**src/rtl/mux_nto1_rr_valid_pkg.sv**
```systemverilog
// Shared constants for the N:1 valid/ready channel mux: mode encodings, default sizes, selector-width helper.
package mux_pkg;

    localparam logic MODE_SEL = 1'b0;
    localparam logic MODE_RR  = 1'b1;

    localparam int DEFAULT_N_CH  = 4;
    localparam int DEFAULT_WIDTH = 8;

    // Selector/source-id width; never collapses to zero bits for tiny channel counts.
    function automatic int clog2_min1(input int n);
        return (n <= 2) ? 1 : $clog2(n);
    endfunction

endpackage

```
**src/rtl/mux_nto1_rr_valid_rr_arbiter_n.sv**
```systemverilog
// Rotating-priority request scan starting at ptr, wrapping modulo N_CH.
// Latency: purely combinational, no state.
// Backpressure: none here; the caller qualifies the grant with its own accept.
module rr_arbiter_n
    import mux_pkg::*;
#(
    parameter  int N_CH  = DEFAULT_N_CH,
    localparam int SEL_W = clog2_min1(N_CH)
) (
    input  logic [N_CH-1:0]  req,
    input  logic [SEL_W-1:0] ptr,
    output logic             grant_vld,
    output logic [SEL_W-1:0] grant
);

    int               idx;
    logic [SEL_W-1:0] idx_s;

    always_comb begin
        grant_vld = 1'b0;
        grant     = '0;
        idx       = 0;
        idx_s     = '0;
        for (int k = 0; k < N_CH; k++) begin
            idx = int'(ptr) + k;
            if (idx >= N_CH) begin
                idx = idx - N_CH;
            end
            idx_s = idx[SEL_W-1:0];
            if (!grant_vld && req[idx_s]) begin
                grant_vld = 1'b1;
                grant     = idx_s;
            end
        end
    end

endmodule

```
**src/rtl/mux_nto1_rr_valid.sv**
```systemverilog
// N-channel valid/ready mux, external-selector or round-robin grant, registered output (MUX_PARITY_EN adds parity_out).
// Latency: 1 cycle from input handshake to valid_out; 1 word/cycle with ready_down held high.
// Backpressure: valid_out && !ready_down stalls everything; no ready_in is raised while stalled or in reset.
module mux_nto1_rr_valid
    import mux_pkg::*;
#(
    parameter  int N_CH  = DEFAULT_N_CH,
    parameter  int WIDTH = DEFAULT_WIDTH,
    localparam int SEL_W = clog2_min1(N_CH)
) (
    input  logic                  clk,
    input  logic                  reset,
    input  logic                  mode,
    input  logic [SEL_W-1:0]      selector,
    input  logic [N_CH-1:0]       valid_in,
    input  logic [N_CH*WIDTH-1:0] data_in,
    output logic [N_CH-1:0]       ready_in,
    input  logic                  ready_down,
    output logic                  valid_out,
    output logic [WIDTH-1:0]      data_out,
    output logic [SEL_W-1:0]      src_out
`ifdef MUX_PARITY_EN
    ,
    output logic                  parity_out
`endif
);

    logic [WIDTH-1:0] ch_dat [N_CH];
    logic [SEL_W-1:0] rr_ptr;
    logic [SEL_W-1:0] rr_grant;
    logic             rr_grant_vld;
    logic [SEL_W-1:0] grant;
    logic             grant_vld;
    logic [WIDTH-1:0] grant_dat;
    logic             accept;
    logic             sel_ok;
    logic             xfer;
    logic [SEL_W-1:0] rr_ptr_nxt;

    for (genvar i = 0; i < N_CH; i++) begin : g_unpack
        assign ch_dat[i] = data_in[i*WIDTH +: WIDTH];
    end

    rr_arbiter_n #(
        .N_CH (N_CH)
    ) u_arb (
        .req       (valid_in),
        .ptr       (rr_ptr),
        .grant_vld (rr_grant_vld),
        .grant     (rr_grant)
    );

    always_comb begin
        accept = !valid_out || ready_down;
        // An out-of-range selector (non power-of-two N_CH) must never grant.
        sel_ok = int'(selector) < N_CH;
        if (mode == MODE_RR) begin
            grant     = rr_grant;
            grant_vld = rr_grant_vld;
        end else begin
            grant     = selector;
            grant_vld = sel_ok && valid_in[selector];
        end
        grant_dat  = ch_dat[grant];
        xfer       = !reset && accept && grant_vld;
        ready_in   = xfer ? (N_CH'(1) << grant) : '0;
        rr_ptr_nxt = (int'(grant) == N_CH - 1) ? '0 : grant + SEL_W'(1);
    end

    always_ff @(posedge clk) begin
        if (reset) begin
            valid_out  <= 1'b0;
            data_out   <= '0;
            src_out    <= '0;
            rr_ptr     <= '0;
`ifdef MUX_PARITY_EN
            parity_out <= 1'b0;
`endif
        end else if (accept) begin
            valid_out <= grant_vld;
            if (grant_vld) begin
                data_out   <= grant_dat;
                src_out    <= grant;
`ifdef MUX_PARITY_EN
                parity_out <= ^grant_dat;
`endif
                if (mode == MODE_RR) begin
                    rr_ptr <= rr_ptr_nxt;
                end
            end
        end
    end

endmodule

```
**config.mk**
```make
export PLATFORM = sky130hd
export DESIGN_NAME = mux_nto1_rr_valid
export DESIGN_NICKNAME = d
export VERILOG_FILES = /design/src/rtl/mux_nto1_rr_valid_pkg.sv /design/src/rtl/mux_nto1_rr_valid_rr_arbiter_n.sv /design/src/rtl/mux_nto1_rr_valid.sv
export SDC_FILE = /design/constraint.sdc
export NUM_CORES = 1
export LEC_CHECK = 0
export CORE_AREA = 2 2 53 55
export CTS_BUF_LIST = sky130_fd_sc_hd__clkbuf_2
export DETAILED_ROUTE_END_ITERATION = 16
export DIE_AREA = 0 0 55 57
export GPL_TIMING_DRIVEN = 0
export PLACE_DENSITY_LB_ADDON = 0.2
export SLEW_MARGIN = 20
export SYNTH_ARGS = -nofsm -noshare
export SYNTH_HDL_FRONTEND = slang
export SYNTH_SLANG_ARGS = --single-unit
```
**constraint.sdc**
```tcl
create_clock -name clk -period 2.6 [get_ports clk]
set_input_delay 0.39 -clock clk [delete_from_list [all_inputs] [get_ports clk]]
set_output_delay 0.39 -clock clk [all_outputs]
set_load 0.02 [all_outputs]
```
After elaboration in Yosys (flattened, before gate mapping)
Index checks and enable logic that the tools add are counted.

cells by class
  add/sub/neg operators = 8
  equal/unequal tests = 1
  bitwise operators = 1
  reductions and logical operators = 13
  muxes and demuxes = 29
  magnitude comparators = 10
  shift operators = 1

operator list
  operator               number
  $mux W2                10
  $bmux W8 S2            1
  $mux W8                2
  $lt A2 B3 Y1 const B   5
  $ge A3 B3 Y1 const B   4
  $bmux W1 S2            5
  $mux W1                10
  $sub A2 B1 Y2 const B  4
  $add A2 B2 Y3 const B  2
  $logic_and A1 B1 Y1    5
  $logic_not A1 Y1       5
  $mux W4                1
  $shl A1 B2 Y4 const A  1
  $add A2 B1 Y3 const B  1
  $ge A2 B3 Y1 const B   1
  $not A2 Y3             1
  $reduce_and A3 Y1      1
  $add A2 B1 Y2 const B  1
  $eq A2 B1 Y1 const B   1
  $reduce_and A2 Y1      1
  $logic_or A1 B1 Y1     1

storage, ports and cells
  input bits = 42
  flip-flop bits (word level) = 13
  word-level logic and storage cells = 67

Logic depth before layout (Yosys ltp)
Gate-level depths: netlist of the first run.

  depth after elaboration = 19
  gate-level depth with buffers = 8

Hierarchy
Synthesis of the first run repeated with hierarchy kept, for this count alone.

unflattened totals
  cells, all modules = 115
  area, all modules = 1068.5 µm²

by module, submodules not included
  module             cells an instance  area each (µm²)  instances
  mux_nto1_rr_valid  100                991.0            1
  rr_arbiter_n       15                 77.6             1

Worst setup path before layout of the first run
Ideal clock, no wire load.

  path type = input -> output
  from = input valid_in[1]
  to = output ready_in[2]
  setup slack = 0.487 ns
  stages = 6
  arrival = 1.723 ns
  buffers on the path = 1
  path through = nand4bb_1 > o311a_1 > a211oi_4 > buf_6 > ha_1 > and2_1

on the way
  cells in the longest elaborated chain, start to end = 15
  elaborated cells between the ends (all ways) = 29
  those cells by class = shift: 1; mux: 21; reduce/logical: 7

ends and longest elaborated chain
  what                                                  RTL line                                          source
  start: declaration                                    mux_nto1_rr_valid.sv:15                           input logic [N_CH-1:0] valid_in,
  $bmux W1 S2                                           mux_nto1_rr_valid_rr_arbiter_n.sv:30              if (!grant_vld && req[idx_s]) begin
  $mux W1 (implied by the code)                         mux_nto1_rr_valid_rr_arbiter_n.sv:30
  $mux W1                                               mux_nto1_rr_valid_rr_arbiter_n.sv:30
  $logic_not A1 Y1                                      mux_nto1_rr_valid_rr_arbiter_n.sv:30
  $logic_and A1 B1 Y1                                   mux_nto1_rr_valid_rr_arbiter_n.sv:30
  $mux W1                                               mux_nto1_rr_valid_rr_arbiter_n.sv:30
  $logic_not A1 Y1                                      mux_nto1_rr_valid_rr_arbiter_n.sv:30
  $logic_and A1 B1 Y1                                   mux_nto1_rr_valid_rr_arbiter_n.sv:30
  $mux W1                                               mux_nto1_rr_valid_rr_arbiter_n.sv:30
  $logic_not A1 Y1                                      mux_nto1_rr_valid_rr_arbiter_n.sv:30
  $logic_and A1 B1 Y1                                   mux_nto1_rr_valid_rr_arbiter_n.sv:30
  $mux W2 or $mux W1 (tied branches)                    mux_nto1_rr_valid_rr_arbiter_n.sv:30
  $mux W2 or $mux W1 (tied branches)                    mux_nto1_rr_valid.sv:57                           if (mode == MODE_RR) begin
  $shl A1 B2 Y4 or $logic_and A1 B1 Y1 (tied branches)  mux_nto1_rr_valid.sv:66, mux_nto1_rr_valid.sv:65
  $mux W4 *                                             mux_nto1_rr_valid.sv:66                           ready_in = xfer ? (N_CH'(1) << grant) : '0;
  end: declaration                                      mux_nto1_rr_valid.sv:17                           output logic [N_CH-1:0] ready_in,

Mark *: on every way between the ends. The rest lies on a longest branch, timed or not. The select of a mux whose other input is x is not followed.

Worst setup path in the final report of the first run
  from = register rr_ptr[1]
  to = output ready_in[2]

on the way
  cells in the longest elaborated chain, start to end = 17
  elaborated cells between the ends (all ways) = 42
  those cells by class = add/sub: 7; order compare: 4; shift: 1; mux: 23; reduce/logical: 7

ends and longest elaborated chain
  what                                                                    RTL line                 source
  start: declaration                                                      mux_nto1_rr_valid.sv:29  logic [SEL_W-1:0] rr_ptr;
  start signal: assignment                                                mux_nto1_rr_valid.sv:88  rr_ptr <= rr_ptr_nxt;
  parallel branches: the longest is 16 deep, another holds $add A2 B1 Y3  n/a
  $mux W4 *                                                               mux_nto1_rr_valid.sv:66

Every way passes the cells marked *. The select of a mux whose other input is x is not followed.

==> results.cfg, run 1 <==
[run_status]
status = finished clean

[clocking]
insertion_delay_ps = 290
cts_made_buffers = 3
htree_levels = 1
cts_tree = built
root_buffer = clkbuf_2
cts_sinks = 13
cts_hold_buf = 0
cts_max_path_buffers = 2
clkTransAtPathRegs_ps = 120

[power]
power_leakage_nw = 0.602
power_density_nw_per_um2 = 414
vdd_drop_max_uv = 397

[placed_design]
place.gp.congestion = 0.682
dp_hpwl_um = 2020
io_buffers = 55
place_worst_setup_slack_ps = -833
dp_cells = 178

[timing]
setup_viol = 0
hold_viol = 0
timing.slew.headroom_pct = 71.0
fmax_mhz = 396
rsz0062_at_grt = yes
fin_crit_ps = 2530
worstMarginPinSlew_ps = 428
skew_ps = 18.5
timing.hold.ws_ps = 474
slew_viol_final = 0
post-route-period-util_pct = 97.2
setup_slack_ps = 72.6

[die]
rows = 19
die_area_um2 = 3140
coreArea_um2 = 2620
initial_core_util_pct = 35.1
io_pins = 57
chipWidth_um = 55
die_h_um = 57

[route]
drt-pass1-iter-count = 4
drc = 0
ant_nets = 0
viasPerCell = 5.34
drt_iter0_drc = 14
wirelength_um = 2770
num_vias = 999
wl_per_cell_um = 14.8

[logic_synthesis]
synth-edff-count = 0
synth.distinct_cells = 37
synthFlopType = dfxtp_1
synth_seq_cells = 13
syn_area_per_cell_um2 = 9.97
syn_nets = 135
netlist_instances = 92
synth_seq_area_share_pct = 28.4
async_flop_share_pct = 0
synth_area_um2 = 917
yosysWarnings = 0

[cells_and_area]
fin_cells = 187
final_layout_size_suffix_gt1_share_pct = 21.2
layout-area-overhead-vs-synth_pct = 71.5
num_antenna_cells = 0
nNetsFinal = 200
final_common_cell = clkdlybuf4s50_1
layout_common_cells = 46 x clkdlybuf4s50_1, 11 x dfxtp_1, 9 x mux2i_1

[hold_path]
hp-class = primary input to register

[grt]
track_usage_pct = 18.8
grt_pass1_vias = 1003
grt_max_degree = 11
overflow = 0
grt_pass1_wl_um = 4310
antenna_found_initial = 0

[setup_path]
crit_chain = or4b_1, o311a_1, a31oi_4, inv_2, ha_1, and2_1, buf_2
cp-end-kind = primary output
cp_slowest_cell = or4b_1
startpoint_type = register
crit_type = register to primary output
cp_max_fo = 8
cp_slowest_stage_delay_ps = 510
crit_arrival_ps = 2140
cp.required_ps = 2210

[job]
maxCapViolations = 0
==> critical path: cells and delay by family, from the launching register on <==
| kind | cells | cell delay, ps |
|---|---|---|
| AND/OR/NAND/NOR | 2 | 640 |
| AO/OA/AOI/OAI | 2 | 440 |
| flip-flops | 1 | 390 |
| buffers and inverters | 2 | 210 |
| adder cells (fa/ha/maj) | 1 | 180 |
==> Yosys cell counts (all sizes together), types with 2 or more instances <==
cell type	n	area, um^2
dfxtp	13	260
and3	2	12.5
o211ai	2	15.0
or3b	2	17.5
nand2b	4	25.0
mux2i	10	104
o2bb2ai	7	61.3
nor2	10	47.6
a221o	7	70.1
nor2b	2	12.5
buf	2	22.5
o311a	2	20.0
nand2	3	11.3
o21ai	2	10.0
nand4bb	3	33.8
a21oi	4	20.0
inv	2	7.50
==> logic make-up (layout without fill, tap and decap cells) <==
kind of cell,Yosys count,count (layout),share of synthesized area [%]
muxes,11,11,13.8
buffers and inverters,5,69,3.68
and+or+nand+nor,31,31,21.7
DFF,13,13,28.4
adders and majority gates,1,1,1.36
AOI/OAI and AO/OA,31,31,31.1
==> flip-flops by register name (all words and copies together), names as in the netlist <==
signal     cells
valid_out      1
src_out        2
rr_ptr         2
data_out       8
==> through the flow <==
stage / util (%) / instance area, um^2 / power (mW) / TNS (ps)
after global placement: 57.6 / 1510 / 0.530 / -3920
after CTS: 61.2 / 1600 / 0.662 / -124
after global routing: 60.1 / 1570 / 0.686 / -50.6
final: 60.1 / 1570 / 0.652 / 0
after floorplan: - / 917 / 0.393 / 0
after detailed placement: 57.6 / 1510 / 0.536 / -4600
==> final timing paths <==
path	startpoint	end	slack, ps	depth (start not counted)
hold reg to reg	src_out[0]	src_out[0]	490	2
setup / recovery	rr_ptr[1]	ready_in[2]	70	7
hold / removal	reset	rr_ptr[1]	470	2
setup reg to reg	rr_ptr[1]	data_out[3]	410	7
==> report_power, final <==
part / switching, mW / internal [mW] / total, mW
combinational: 0.134 / 0.166 / 0.299
sequential: 0.0187 / 0.226 / 0.244
clock: 0.0732 / 0.0348 / 0.108
==> final cells by class <==
type	count	area (um^2)
clock inverter	1	5.00
clock buffer	3	15.0
multi-input combinational	74	663
fill	236	1040
tap	31	38.8
sequential	13	265
inverter	2	7.51
timing repair buffer	60	552
buffer	3	26.3
==> repair_timing <==
item | CTS | global route
resized for setup | 20 | 14
pin swaps | 3 | 1
gates cloned | 0 | 0
setup endpoints to repair | 4 | 4
buffers inserted | 5 | 0
==> layer usage <==
layer | wire length [um] | share of wire, % | track usage (%)
met1 | 1130 | 41 | 21.1
met5 | 0 | 0 | 0
met4 | 33 | 1.2 | 5.23
met2 | 1420 | 51 | 33.5
met3 | 189 | 6.8 | 5.50
(Power assumes the default switching activity.)
==> inputs of run 2 (changes only) <==
--- a/config.mk
+++ b/config.mk
@@ -10,6 +10,7 @@
 export DETAILED_ROUTE_END_ITERATION = 16
 export DIE_AREA = 0 0 55 57
 export GPL_TIMING_DRIVEN = 0
+export MAX_ROUTING_LAYER = met4
 export PLACE_DENSITY_LB_ADDON = 0.2
 export SLEW_MARGIN = 20
 export SYNTH_ARGS = -nofsm -noshare
==> run 2 against run 1 <==
Against the previous run: clock skew about the same; first-iteration DRC count shrank 21%; sequential share of layout area is the same; flip-flop and latch count unchanged; routed wire length is 0.11% higher; power is essentially flat; worst setup slack got worse by 1.3 ps; non-clock buffer count unchanged; global-route usage rose by 0.49 points; register-to-register slack barely moved.
==> results.cfg, run 2 (synthesized netlist as in run 1, its figures left out) <==
[route]
viasPerCell = 5.34
wl_per_cell_um = 14.8
wirelength_um = 2770
drc = 0
drt-pass1-iter-count = 4
num_vias = 999
drt_iter0_drc = 11
ant_nets = 0

[setup_path]
cp.depth = 7
cp-end-kind = primary output
cp.required_ps = 2210
critPathTopFamily = simple AND/OR/NAND/NOR gates
cp_slowest_cell = or4b_1
startpoint_type = register
r2r_setup_slack_ps = 410
cp_max_fo = 8
crit_arrival_ps = 2140
r2r.worst_path.cells = 7
crit_type = register to primary output
crit_chain = or4b_1, o311a_1, a31oi_4, inv_2, ha_1, and2_1, buf_2
critPathBufInv = 2
cp_slowest_stage_delay_ps = 510

[placed_design]
place_worst_setup_slack_ps = -833
placed_area_um2 = 1510
dp_hpwl_um = 2020
place.gp.congestion = 0.689
io_buffers = 55
dp_cells = 178

[clocking]
insertion_delay_ps = 290
root_buffer = clkbuf_2
cts_sinks = 13
cts_hold_buf = 0
cts_made_buffers = 3
cts_tree = built
htree_levels = 1
clkTransAtPathRegs_ps = 120
cts_max_path_buffers = 2

[die]
chipWidth_um = 55
die_h_um = 57
die_area_um2 = 3140
rows = 19
io_pins = 57
initial_core_util_pct = 35.1
coreArea_um2 = 2620

[grt]
grt_max_degree = 11
track_usage_pct = 19.3
grt_pass1_wl_um = 4290
overflow = 0
grt_pass1_vias = 1008
antenna_found_initial = 0

[job]
maxCapViolations = 0

[power]
power_frac_comb_pct = 46.0
p_switching_mw = 0.226
vdd_drop_max_uv = 397
power_leakage_nw = 0.602
p_sw_share_pct = 34.7
power_density_nw_per_um2 = 415
power_frac_clock_pct = 16.6
internal-power_mw = 0.426
power_mw = 0.652
pwr-share-seq_pct = 37.5

[hold_path]
hp-class = primary input to register
whs_path_depth = 2

[cells_and_area]
stdcell_area_um2 = 1570
layout-area-overhead-vs-synth_pct = 71.5
largest_register_ffs = 8
final_common_cell = clkdlybuf4s50_1
final_layout_size_suffix_gt1_share_pct = 21.2
regMostFlops = data_out
reg.largest.list = data_out x8, rr_ptr x2, src_out x2
nNetsFinal = 200
layout_common_cells = 46 x clkdlybuf4s50_1, 11 x dfxtp_1, 9 x mux2i_1
fin_cells = 187
fin_util_pct = 60.1
num_antenna_cells = 0

[timing]
fin_tns_setup_ps = 0
hold_viol = 0
fmax_mhz = 395
worstMarginPinSlew_ps = 428
setup_viol = 0
rsz0062_at_grt = yes
setup_slack_ps = 71.3
timing.slew.headroom_pct = 71.0
timing.hold.ws_ps = 474
post-route-period-util_pct = 97.3
slew_viol_final = 0
fin_crit_ps = 2530
skew_ps = 18.6

[run_status]
status = finished clean
-- run 2: cell counts in the layout (fill, tap and decap cells not counted) --
Identical to the previous run, type by type.
-- run 2: cell type report --
class,count,area [um^2]
Fill cell,236,1040
Multi-Input combinational cell,74,663
Timing Repair Buffer,60,552
Sequential cell,13,265
Tap cell,31,38.8
Buffer,3,26.3
Clock buffer,3,15.0
Inverter,2,7.51
Clock inverter,1,5.00
-- run 2: path summary, 6_finish.rpt --
path / start / to
min reg2reg: src_out[0] / src_out[0]
max reg2reg: rr_ptr[1] / data_out[3]
min: reset / rr_ptr[1]
max: rr_ptr[1] / ready_in[2]
-- run 2: timing repair --
item / CTS / global route
gates resized for setup: 20 / 14
pin swaps: 3 / 1
endpoints found under the setup margin: 4 / 4
gates cloned: 0 / 0
buffers inserted: 5 / 0
-- run 2: per-layer routing --
layer | share of wire, % | vias up | global-route usage (%)
li1 | - | 500 | -
met1 | 41 | 456 | 21.2
met2 | 52 | 39 | 33.5
met3 | 6.2 | 4 | 4.97
met4 | 1.3 | 0 | 5.23
met5 | 0 | - | -
-- run 2: power by group through the flow --
stage / Clock [mW] / Sequential [mW] / Combinational, mW
global route: 0.119 / 0.247 / 0.320
finish: 0.108 / 0.244 / 0.300
CTS: 0.114 / 0.244 / 0.304
floorplan: 0 / 0.272 / 0.121
detailed placement: 0 / 0.247 / 0.289
global placement: 0 / 0.245 / 0.285
==> edit 1, RTL diff (flow settings as in run 2) <==
Add a define of `MUX_PARITY_EN`.
--- a/src/rtl/mux_nto1_rr_valid.sv
+++ b/src/rtl/mux_nto1_rr_valid.sv
@@ -3,2 +3,4 @@
 // Backpressure: valid_out && !ready_down stalls everything; no ready_in is raised while stalled or in reset.
+`define MUX_PARITY_EN
+
 module mux_nto1_rr_valid
Function (old outputs only; new: parity_out): kept (equiv_simple and equiv_induct, registers matched by name and starting in step).
==> edit 1 against run 2 <==
  * Routed wire length increased by 29%
  * Synthesized area is 34% higher
  * Power up 24%
  * Sequential cell count is 1 higher
  * Final area grew 20%
  * Die area unchanged
  * Worst setup slack better by 0.0033 ns
  * Critical path depth up 2
  * Critical path type unchanged
  * Largest power group unchanged
==> edit 1: results (changes against run 2) <==
{| class="wikitable"
! Metric !! Value
|-
| Worst Hold Endpoint || data_out[1] (was rr_ptr[1])
|-
| Num sequential || 14 (was 13)
|-
| Pin count of the biggest net entering global routing || 12 (was 11)
|-
| Input/output buffers || 56 (was 55)
|-
| Number of multi-input logic gates || 127 (was 74)
|-
| Worst slew margin || 55.5% (was 71.0%)
|-
| Sequential share of the synthesized area || 22.7% (was 28.4%)
|-
| Worst hold margin || 0.462 ns (was 0.474 ns)
|-
| NumNets Final || 262 (was 200)
|-
| Status || complete, no violations (unchanged)
|-
| Wire length on met1 || 1350 µm (was 1130 µm)
|-
| Internal reg-to-reg setup slack || 0.24 ns (was 0.41 ns)
|-
| Post-synthesis compound-gate area fraction || 11.8% (was 31.1%)
|-
| Top cell family by delay on the critical path || compound AO/OA/AOI/OAI gates (was simple AND/OR/NAND/NOR gates)
|-
| Inverter count of the layout excluding clock inverters || 4 (was 2)
|-
| Global-route met1 utilization || 25.7% (was 21.2%)
|-
| Worst setup slack after placement || -1.16 ns (was -0.833 ns)
|-
| Layout Skew || 0.00853 ns (was 0.0186 ns)
|-
| Static leakage power || 0.795 nW (was 0.602 nW)
|-
| Multi-input gate share of total cell area || 49.1% (was 42.2%)
|-
| Number of filler cells placed in the layout || 225 (was 236)
|-
| Number of global-route vias before repair || 1345 (was 1008)
|-
| GR Util met2 || 44.6% (was 33.5%)
|-
| Maximum fanout encountered on the critical timing path || 11 (was 8)
|-
| Non-Clock Buffer Area Fraction || 32.2% (was 36.8%)
|-
| Total length of routed met2 wires || 1950 µm (was 1430 µm)
|-
| Weighted congestion reported at the end of routability-driven placement || 0.735 (was 0.689)
|-
| Parity-gate share of the synthesized area counting xor and xnor cells || 13.5% (was 0%)
|-
| Cells resized by post-CTS repair || 22 (was 20)
|-
| Maximum clock rate || 396 MHz (was 395 MHz)
|-
| Min-delay src || data_out[1] (was reset)
|-
| Switching Power || 0.000300 W (was 0.000226 W)
|}
[edit 1: cell types whose count changed after synthesis, moves of 3 or more]
cell / before / now
a221o_1: 7 / 0
ha_1: 1 / 4
mux4_2: 1 / 5
xnor2_1: 0 / 11
mux2i_1: 9 / 18
o2bb2ai_1: 7 / 0
and2_1: 1 / 4
nand2_1: 3 / 26
nand4bb_1: 3 / 0
nor2_1: 8 / 12
nand3_1: 1 / 9
xor2_1: 0 / 8
a21oi_1: 4 / 15
clkbuf_1: 1 / 4
[edit 1: power groups by stage]
stage	logic, W	clock network (W)	registers (W)
floorplan	0.000224	0	0.000293
global placement	0.000420	0	0.000263
detailed placement	0.000434	0	0.000264
CTS	0.000444	0.0000993	0.000259
global route	0.000486	0.000110	0.000264
finish	0.000451	0.0000988	0.000261
==> edit 2, RTL diff (flow settings as in run 2) <==
Made on the original files. Add an input register stage for `mode`, without a reset; this delays it by one clock. The other inputs are not delayed to match.
--- a/src/rtl/mux_nto1_rr_valid.sv
+++ b/src/rtl/mux_nto1_rr_valid.sv
@@ -26,2 +26,8 @@
 );
+
+    logic mode_q;
+
+    always_ff @(posedge clk) begin
+        mode_q <= mode;
+    end
 
@@ -56,3 +62,3 @@
         sel_ok = int'(selector) < N_CH;
-        if (mode == MODE_RR) begin
+        if (mode_q == MODE_RR) begin
             grant     = rr_grant;
@@ -86,3 +92,3 @@
 `endif
-                if (mode == MODE_RR) begin
+                if (mode_q == MODE_RR) begin
                     rr_ptr <= rr_ptr_nxt;
Formal check against the unedited RTL: not equivalent (a bounded check fails within 4 cycles, from zero or initial values and one cycle with reset high).
==> edit 2 against run 2 <==
  * Routed wire length up 20%
  * Combinational power up 26%
  * Maximum frequency down 0.60%
  * Register-to-register slack better by 0.09 ns
  * Worst setup slack worse by 0.015 ns
  * Synthesized area up 23%
  * Power up 13%
  * Highest routed layer unchanged
  * Final area up 18%
  * Sequential cell count up 1
  * Die area unchanged
  * Count of clock-buffer cells in the layout unchanged
==> edit 2: results (changes against run 2) <==
{| class="wikitable"
! Metric !! Value
|-
| Number of antenna violations at the first check in global routing || 0 (unchanged)
|-
| Post-DR wirelength/cell || 15.8 µm (was 14.8 µm)
|-
| Pin count of the biggest net entering global routing || 11 (unchanged)
|-
| Arrival time of the worst setup path || 2.15 ns
|-
| Clock latency on the worst-skew pair || 0.28 ns
|-
| Wire length of the first global-routing pass || 5110 µm (was 4290 µm)
|-
| Most used DFF post-synth || dfxtp_1 (unchanged)
|-
| Fraction of final layout cells sized beyond drive strength 1 || 26.8% (was 21.2%)
|-
| NumNets Final || 224 (was 200)
|-
| Met3 Track Usage GR || 3.93% (was 4.97%)
|-
| Number of clock buffers inserted by TritonCTS || 3 (unchanged)
|-
| GRT Overall Usage || 22.7% (was 19.3%)
|-
| Synth Warn # || 0 (unchanged)
|-
| Post-Synth Adder-Cell Area || 1.11% (was 1.36%)
|-
| Number of nets produced by synthesis || 156 (was 135)
|-
| Layout Skew || 0.00114 ns (was 0.0186 ns)
|-
| Path type of the worst min-delay path || flip-flop to flip-flop (was primary input to flip-flop)
|-
| Global-route met1 utilization || 27.6% (was 21.2%)
|-
| Input/output buffers || 56 (was 55)
|-
| Drt first-iter violations || 15 (was 11)
|-
| Number of vias per cell || 5.55 (was 5.34)
|-
| Number of unique standard cell types used by synthesis || 43 (was 37)
|-
| Status || complete, no violations (unchanged)
|-
| Parity-gate share of the synthesized area counting xor and xnor cells || 0% (unchanged)
|-
| Number of filler cells placed in the layout || 228 (was 236)
|-
| Static leakage power || 0.757 nW (was 0.602 nW)
|-
| Transition at the pin with the smallest max-transition slack || 0.477 ns (was 0.428 ns)
|-
| Peak supply drop || 0.000394 V (was 0.000397 V)
|-
| Asr flop ratio synth || 0% (unchanged)
|-
| Most frequent cells after synthesis || mux2i_1 (17), dfxtp_1 (14), nor2_1 (10), nand3b_1 (7), o221ai_2 (7) (was dfxtp_1 (13), mux2i_1 (9), nor2_1 (8), a221o_1 (7), o2bb2ai_1 (7))
|-
| Clk buf depth || 2 (unchanged)
|-
| Antenna diode instance count || 0 (unchanged)
|-
| GR Util met2 || 37.2% (was 33.5%)
|-
| Multiplexer area fraction after synthesis || 17.4% (was 13.8%)
|-
| Weighted congestion reported at the end of routability-driven placement || 0.836 (was 0.689)
|-
| Sequential share of the synthesized area || 24.8% (was 28.4%)
|-
| Maximum fanout encountered on the critical timing path || 10 (was 8)
|-
| Post-synthesis compound-gate area fraction || 24.6% (was 31.1%)
|-
| Post-CTS clock slew at the launch and capture registers of the worst setup and hold paths || 0.14 ns (was 0.12 ns)
|-
| Detailed Place HPWL || 2430 µm (was 2020 µm)
|-
| Number of global-route vias before repair || 1148 (was 1008)
|-
| Worst setup slack after placement || -0.850 ns (was -0.833 ns)
|-
| Synth top area cells || dfxtp_1 (25%), mux2i_1 (15%), o221ai_2 (9.3%), nand3b_1 (4.7%), nor2_1 (3.3%) (was dfxtp_1 (28%), mux2i_1 (9.8%), a221o_1 (7.6%), o2bb2ai_1 (6.7%), nand4bb_1 (3.7%))
|-
| Area of placed instances || 1730 µm² (was 1510 µm²)
|}
[edit 2: cell count changes in the layout (fill, tap and decap cells not counted), sizes merged, moves of 3 or more]
| cell | change |
|---|---|
| and4bb | +3 |
| nand3b | +7 |
| and2b | +3 |
| buf | +8 |
| nand4bb | -3 |
| nand2b | -3 |
| o2bb2ai | -7 |
| inv | +5 |
| mux2i | +7 |
| o221ai | +6 |
| or3 | +3 |
| a221o | -7 |
| a311oi | +4 |
[edit 2: what timing repair did]
| action | 4_1_cts | 5_1_grt |
|---|---|---|
| resized for setup | 39 | 12 |
| pin swaps | 2 | 4 |
| buffers inserted | 5 | 1 |
| cloned | 1 | 0 |
| setup endpoints to repair | 4 | 4 |
[edit 2: where the power goes]
part	leakage [nW]	internal [W]	switching [W]
Combinational	0.628	0.000207	0.000170
Clock	0.0125	0.0000315	0.0000720
Sequential	0.117	0.000241	0.0000172
Total	0.757	0.000479	0.000260
[edit 2: worst paths after layout]
check | endpoint | depth (start not counted) | slack [ns] | start
max reg2reg | data_out[4] | 8 | 0.50 | rr_ptr[1]
min reg2reg | src_out[1] | 2 | 0.51 | src_out[1]
max | ready_in[1] | 8 | 0.06 | selector[1]
min | src_out[1] | 2 | 0.51 | src_out[1]
[edit 2: per-stage QoR]
stage / cells / hold WS (ns) / TNS (ns) / total power, W
finish: 210 / 0.512 / 0 / 0.000739
CTS: 209 / 0.519 / 0 / 0.000734
global placement: 200 / 0.480 / -3.02 / 0.000596
global route: 210 / 0.528 / -0.0178 / 0.000779
detailed placement: 200 / 0.484 / -3.22 / 0.000603
floorplan: 113 / 0.418 / 0 / 0.000454
[edit 2: layer usage]
metal | share of wire, % | vias to the layer above
li1 | - | 569
met1 | 42 | 559
met2 | 50 | 34
met3 | 5.8 | 4
met4 | 1.1 | 0
met5 | 0 | -
[edit 2: worst max-delay path, cell delays in order]
cell and delay, ns:
clkdlybuf4s50_1 0.50, mux4_2 0.23, a2bb2oi_4 0.18, nand2_2 0.09, buf_6 0.15, or3_1 0.36
nor2_1 0.10, buf_4 0.15
[edit 2: kinds of logic (layout without fill, tap and decap cells)]
family / Yosys count / after routing
and+or+nand+nor: 40 / 40
AOI/OAI and AO/OA: 24 / 24
muxes: 18 / 18
buffers and inverters: 16 / 82
DFF: 14 / 14
adders and majority gates: 1 / 1
[edit 2: final cells by class]
| class | instances | area [µm²] | area share [%] |
|---|---|---|---|
| well taps | 31 | 38.8 | 2.08 |
| inverters | 7 | 26.3 | 1.41 |
| plain buffers | 9 | 78.8 | 4.23 |
| repair buffers | 63 | 593 | 31.8 |
| multi-input cells | 83 | 828 | 44.5 |
| flip-flops and latches | 14 | 283 | 15.2 |
| clock buffers | 3 | 15.0 | 0.806 |
